### src/rtl/gray_counter.sv
// Free-running Gray-code counter.
// A binary count and its Gray image are registered on the same edge.
module gray_counter #(
    parameter int WIDTH = 4
) (
    input  logic             clk,
    input  logic             rst_n,
    output logic [WIDTH-1:0] q
);

    localparam logic [WIDTH-1:0] ONE = {{(WIDTH-1){1'b0}}, 1'b1};

    logic [WIDTH-1:0] b;
    logic [WIDTH-1:0] b_d;
    logic [WIDTH-1:0] q_d;

    // q is encoded from the next binary value so both flops agree after each edge
    always_comb begin
        b_d = b + ONE;
        q_d = b_d ^ (b_d >> 1);
    end

    always_ff @(posedge clk or negedge rst_n) begin
        if (!rst_n) begin
            b <= '0;
            q <= '0;
        end else begin
            b <= b_d;
            q <= q_d;
        end
    end

endmodule

### config.mk
export PLATFORM = sky130hd
export DESIGN_NAME = gray_counter
export DESIGN_NICKNAME = d
export VERILOG_FILES = /design/src/rtl/gray_counter.sv
export SDC_FILE = /design/constraint.sdc
export NUM_CORES = 1
export LEC_CHECK = 0
export CAP_MARGIN = 10
export CORE_AREA = 2 2 39 41
export CTS_BUF_LIST = sky130_fd_sc_hd__clkbuf_8 sky130_fd_sc_hd__clkbuf_16
export DETAILED_ROUTE_END_ITERATION = 10
export DIE_AREA = 0 0 41 43
export DONT_BUFFER_PORTS = 1
export PLACE_DENSITY = 0.3
export SETUP_SLACK_MARGIN = 0.3
export SYNTH_ARGS = -nofsm -noshare
export SYNTH_HDL_FRONTEND = slang
export SYNTH_SLANG_ARGS = --single-unit
### constraint.sdc
create_clock -name clk -period 2.2 [get_ports clk]
set_input_delay 0.33 -clock clk [delete_from_list [all_inputs] [get_ports clk]]
set_output_delay 0.33 -clock clk [all_outputs]
set_load 0.01 [all_outputs]
==> flow_summary.yaml, run 1 <==
timing:
  hold_slack_ns: 0.444
  relSlewSlack_pct: 77.3
  tightest_slew_ns: 0.339
  finalCritPeriodShare_pct: 51.7
  hold_viol_final: 0
  rsz0062_at_grt: "no"
  drv_slew: 0
  fin_skew_ns: 0.00176
  fin_crit_ns: 1.14
  setup_ws_ns: 1.06
  clock.fmax_ghz: 0.880
  fin_setup_tns_ns: 0
  finalSetupViolations: 0
drt:
  firstDrtPassIters: 2
  avgViaCountPerCell: 3.55
  drc: 0
  drt_iter0_markers: 1
  ant_nets: 0
  wire_per_inst_um: 11.1
  drt-total-wl_um: 422
  vias: 135
yosys:
  synth_cell_type_count: 8
  synth_area_leaders: "dfrtp_1 (65%), xnor2_1 (13%), xor2_1 (6.5%)"
  syn_inst: 18
  syn_avg_cell_area_um2: 14.9
  synth-seq-cells: 7
  synth_top_area_share_pct: 65.4
  synth_top_cell_by_area: "dfrtp_1"
  ys_warn_count: 0
  seq_area_frac_synth_pct: 65.4
  syn-cell-area_um2: 268
  synthesis.nets: 21
critical_path:
  critPathLaunchType: "flop"
  worstPathRequired_ns: 2.30
  setup.worst_path.class: "flop to flop"
  critPathArrivalTime_ns: 1.23
  endpoint_kind: "flop"
  worst-path-max-fanout: 5
place:
  pre_cts_ws_ns: 1.07
  gp_congestion: 0.605
  dp_hpwl_um: 304
  place_inst: 33
  placed_area_um2: 280
  io_buffers: 0
global_route:
  grt_max_degree: 8
  grt_pass1_wl_um: 703
  overflow: 0
  groute.usage.overall_pct: 6.95
  grt_pass1_vias: 173
  grt_antenna_before_repair: 0
cells_and_area:
  fin_area_um2: 335
  fin_cells: 38
  drive_above_1_share_pct: 18.2
  fill_cells: 149
  nets: 26
  area_growth_pct: 25.2
  diodes: 0
die:
  core_um2: 1380
  row_count: 14
  io_pins: 6
  die_x_um: 41
  die-area_um2: 1760
  die_y_um: 43
  start_util_pct: 19.3
clocking:
  cts_root_buffer: "clkbuf_8"
  cts_buffers: 3
  clk-insertion-delay-late_ns: 0.22
  htreeDepth: 1
  cts.clk_slew.worst_paths_ns: 0.04
  clk_path_buf_depth: 2
  cts_setup_buffers: 0
  cts_tree: "built"
  cts.sinks: 7
pwr:
  p_per_area_nw_per_um2: 922
  peakVddDrop_mv: 0.230
  leakagePower_nw: 0.160
status:
  status: "finished clean"
min_path:
  hold_class: "primary input to async pin"
job:
  maxCapViolCount: 0
## cells by family after synthesis
family / Yosys count / share of synthesized area, %
flops: 7 / 65.4
xor+xnor: 6 / 19.6
buf+inv: 2 / 4.21
compound gates: 1 / 4.21
fa+ha+maj: 1 / 4.67
simple gates: 1 / 1.87
## critical path: stages, from the launching register on
cell	delay (ns)
dfrtp_1	0.43
ha_1	0.26
xor2_1	0.17
xor2_1	0.14
## placed cells by master, fill, tap and decap left out
cell           n
inv_1          2
xor2_1         2
clkbuf_8       3
xnor2_1        4
dlygate4sd3_1  1
dfrtp_1        7
nand3_1        1
ha_1           1
a21boi_2       1
## per-stage QoR
step	power (W)	util, %
floorplan	0.000131	-
global placement	0.000131	20.3
detailed placement	0.000131	20.3
CTS	0.000314	24.2
global route	0.000328	24.2
finish	0.000309	24.2
## sequential cells by signal (all words and copies together) (netlist names)
register	cells
b	4
q	3
## synthesized netlist by cell type (all sizes together)
master,count
nand3,1
inv,1
dfrtp,7
a21boi,1
ha,1
xor2,2
xnor2,4
buf,1
## path summary, 6_finish.rpt
path                       startpoint    to  slack [ns]  cells after the start
setup reg to reg                 b[0]  q[1]        1.06                      3
max in group asynchronous       rst_n  b[2]        1.51                      1
hold / removal                  rst_n  q[2]        0.44                      1
setup / recovery                 b[0]  q[1]        1.06                      3
hold reg to reg                  b[2]  b[2]        0.53                      1
min in group clk                 b[2]  b[2]        0.53                      1
## repair_timing
action / 4_1_cts / 5_1_grt
setup endpoints to repair: 0 / 0
gates resized for setup: 0 / 0
hold buffers: 1 / 0
hold endpoints to repair: 7 / 0
## power breakdown
| part | internal, W | switching, W | leakage [nW] |
|---|---|---|---|
| clock | 0.000121 | 0.0000555 | 0.0269 |
| combinational | 0.00000122 | 0.00000251 | 0.0442 |
| sequential | 0.000129 | 0 | 0.0892 |
| total | 0.000251 | 0.0000580 | 0.160 |
## final cells by class
type	instances	area (um^2)	share of cell area, %
clock inverter	1	3.75	1.12
tap	16	20.0	5.97
sequential	7	175	52.2
multi-input combinational	9	81.3	24.3
inverter	1	3.75	1.12
clock buffer	3	41.3	12.3
timing repair buffer	1	10.0	2.99
## metal layers
| layer | wire (um) | track usage [%] | vias up |
|---|---|---|---|
| met2 | 200 | 9.06 | 5 |
| met4 | 0 | 8.00 | 0 |
| met1 | 188 | 6.17 | 67 |
| met3 | 33 | 4.71 | 0 |
| met5 | 0 | 0 | - |
| li1 | - | - | 63 |
No activity file was read; power rests on OpenSTA's default activity.
==> inputs of run 2 (changes only) <==
==> constraint.sdc (replaced) <==
create_clock -name clk -period 1.1 [get_ports clk]
set_input_delay 0.165 -clock clk [delete_from_list [all_inputs] [get_ports clk]]
set_output_delay 0.165 -clock clk [all_outputs]
set_load 0.01 [all_outputs]
==> run 2 against run 1 <==
Non-clock buffer count rose by 2. Critical path depth did not move. Clock-buffer cell count did not move. Flip-flop and latch count did not move. Highest routed layer unchanged. Sequential share of layout area fell by 5.5 points. Clock skew rose by 0.00078 ns. Total power rose by 98%. Wire length rose by 3.6%. Clock power rose by 97%. Critical endpoint unchanged. Critical path type unchanged. Largest power group unchanged. Core utilization rose by 3.3 points. Global-route usage rose by 1.0 points.
==> flow_summary.yaml, run 2 (synthesized netlist as in run 1, its figures left out) <==
status:
  status: "finished clean"
clocking:
  clk-insertion-delay-late_ns: 0.22
  cts_tree: "built"
  cts_root_buffer: "clkbuf_8"
  cts.clk_slew.worst_paths_ns: 0.04
  htreeDepth: 1
  clk_path_buf_depth: 2
  cts_buffers: 3
  cts.sinks: 7
die:
  die-area_um2: 1760
  io_pins: 6
  row_count: 14
  core_um2: 1380
  die_y_um: 43
  start_util_pct: 19.3
  die_x_um: 41
cells_and_area:
  diodes: 0
  layout_common_cells: "dfrtp_1 (5), xnor2_1 (3), clkbuf_8 (3)"
  area_growth_pct: 42.1
  drive_above_1_share_pct: 45.8
  layout_commonest_cell: "dfrtp_1"
  largest_reg_flops: 4
  reg_top3: "b: 4 flops, q: 3 flops"
  largest_register: "b"
  nets: 28
critical_path:
  rr_worst_depth: 3
  setup.worst_path.class: "flop to flop"
  cp-startpoint: "b[0]"
  critPathArrivalTime_ns: 1.12
  endpoint_kind: "flop"
  worstPathRequired_ns: 1.20
  rr_startpoint: "b[0]"
  worst-path-max-fanout: 2
  critPathLaunchType: "flop"
drt:
  wl_met3_um: 27
  dr.max_layer_used: "met3"
  drt-met1-wl_um: 181
  wire_per_inst_um: 10.9
  avgViaCountPerCell: 3.35
  firstDrtPassIters: 1
  ant_nets: 0
  routed-wl-met2_um: 229
  vias: 134
  drt-total-wl_um: 437
  drc: 0
  drt_iter0_markers: 0
timing:
  rsz0062_at_grt: "yes"
  finalSetupViolations: 0
  relSlewSlack_pct: 77.8
  tightest_slew_ns: 0.332
  hold_slack_ns: 0.277
  finalCritPeriodShare_pct: 92.8
  drv_slew: 0
  fin_skew_ns: 0.00254
  hold_viol_final: 0
  fin_crit_ns: 1.02
  fin_setup_tns_ns: 0
  clock.fmax_ghz: 0.980
global_route:
  grt_pass1_wl_um: 793
  groute.usage.overall_pct: 7.98
  grt_pass1_vias: 176
  overflow: 0
  grt_antenna_before_repair: 0
  grt_max_degree: 8
job:
  maxCapViolCount: 0
pwr:
  p_seq_share_pct: 42.3
  p_per_area_nw_per_um2: 1610
  peakVddDrop_mv: 0.303
  p_clk_share_pct: 56.5
  share_comb_of_total_power_pct: 1.2
  p_int_w: 0.000502
  p_sw_w: 0.000110
  leakagePower_nw: 0.169
  switching_share_pct: 18.0
place:
  gp_congestion: 0.620
  io_buffers: 0
min_path:
  hold_class: "primary input to async pin"
## run 2: cell count changes in the layout (fill, tap and decap cells not counted), sizes merged
cell and delta:
buf +2
## run 2: timing repair
action                                  4_1_cts  5_1_grt
hold buffers                                  1        0
resized for setup                             1        0
endpoints found under the setup margin        7        9
buffers inserted                              1        0
pin swaps                                     0        2
hold endpoints to repair                      7        0
gates cloned                                  0        0
## run 2: area by class of cell
cell class / instances / area, um^2
well taps: 16 / 20.0
clock buffers: 3 / 41.3
clock inverters: 1 / 3.75
multi-input cells: 9 / 109
flip-flops and latches: 7 / 178
repair buffers: 3 / 25.0
inverters: 1 / 3.75
fillers: 140 / 1000
## run 2: stage by stage
stage | total power, W | instances | util, % | instance area [um^2] | setup slack, ns
floorplan | 0.000262 | 18 | - | 297 | 0.0838
global placement | 0.000262 | 34 | 22.9 | 317 | 0.0740
detailed placement | 0.000262 | 34 | 22.9 | 317 | 0.0701
CTS | 0.000626 | 40 | 27.5 | 380 | 0.0871
global route | 0.000649 | 40 | 27.5 | 380 | 0.0594
finish | 0.000612 | 40 | 27.5 | 380 | 0.0794
## run 2: final timing paths
check | endpoint | slack, ns
setup / recovery | q[1] | 0.08
hold / removal | q[1] | 0.28
setup reg to reg | q[1] | 0.08
hold reg to reg | b[3] | 0.54
max in group asynchronous | b[3] | 0.55
min in group clk | b[3] | 0.54
## run 2: worst max-delay path, stage by stage (launching register included)
cell     delay (ns)
dfrtp_2        0.42
ha_4           0.18
xor2_2         0.15
xor2_1         0.15
## run 2: power groups by stage
stage               Combinational, W  Clock (W)  Sequential [W]
finish                    0.00000735   0.000346        0.000259
global route              0.00000912   0.000382        0.000258
CTS                       0.00000792   0.000359        0.000259
detailed placement   0.0000000000456          0        0.000262
global placement     0.0000000000456          0        0.000262
floorplan            0.0000000000470          0        0.000262
## run 2: layer usage
layer  GRT usage (%)  up-vias
li1                -       67
met1            8.20       62
met2            9.06        5
met3            5.24        0
met4            10.0        0
met5               0        -
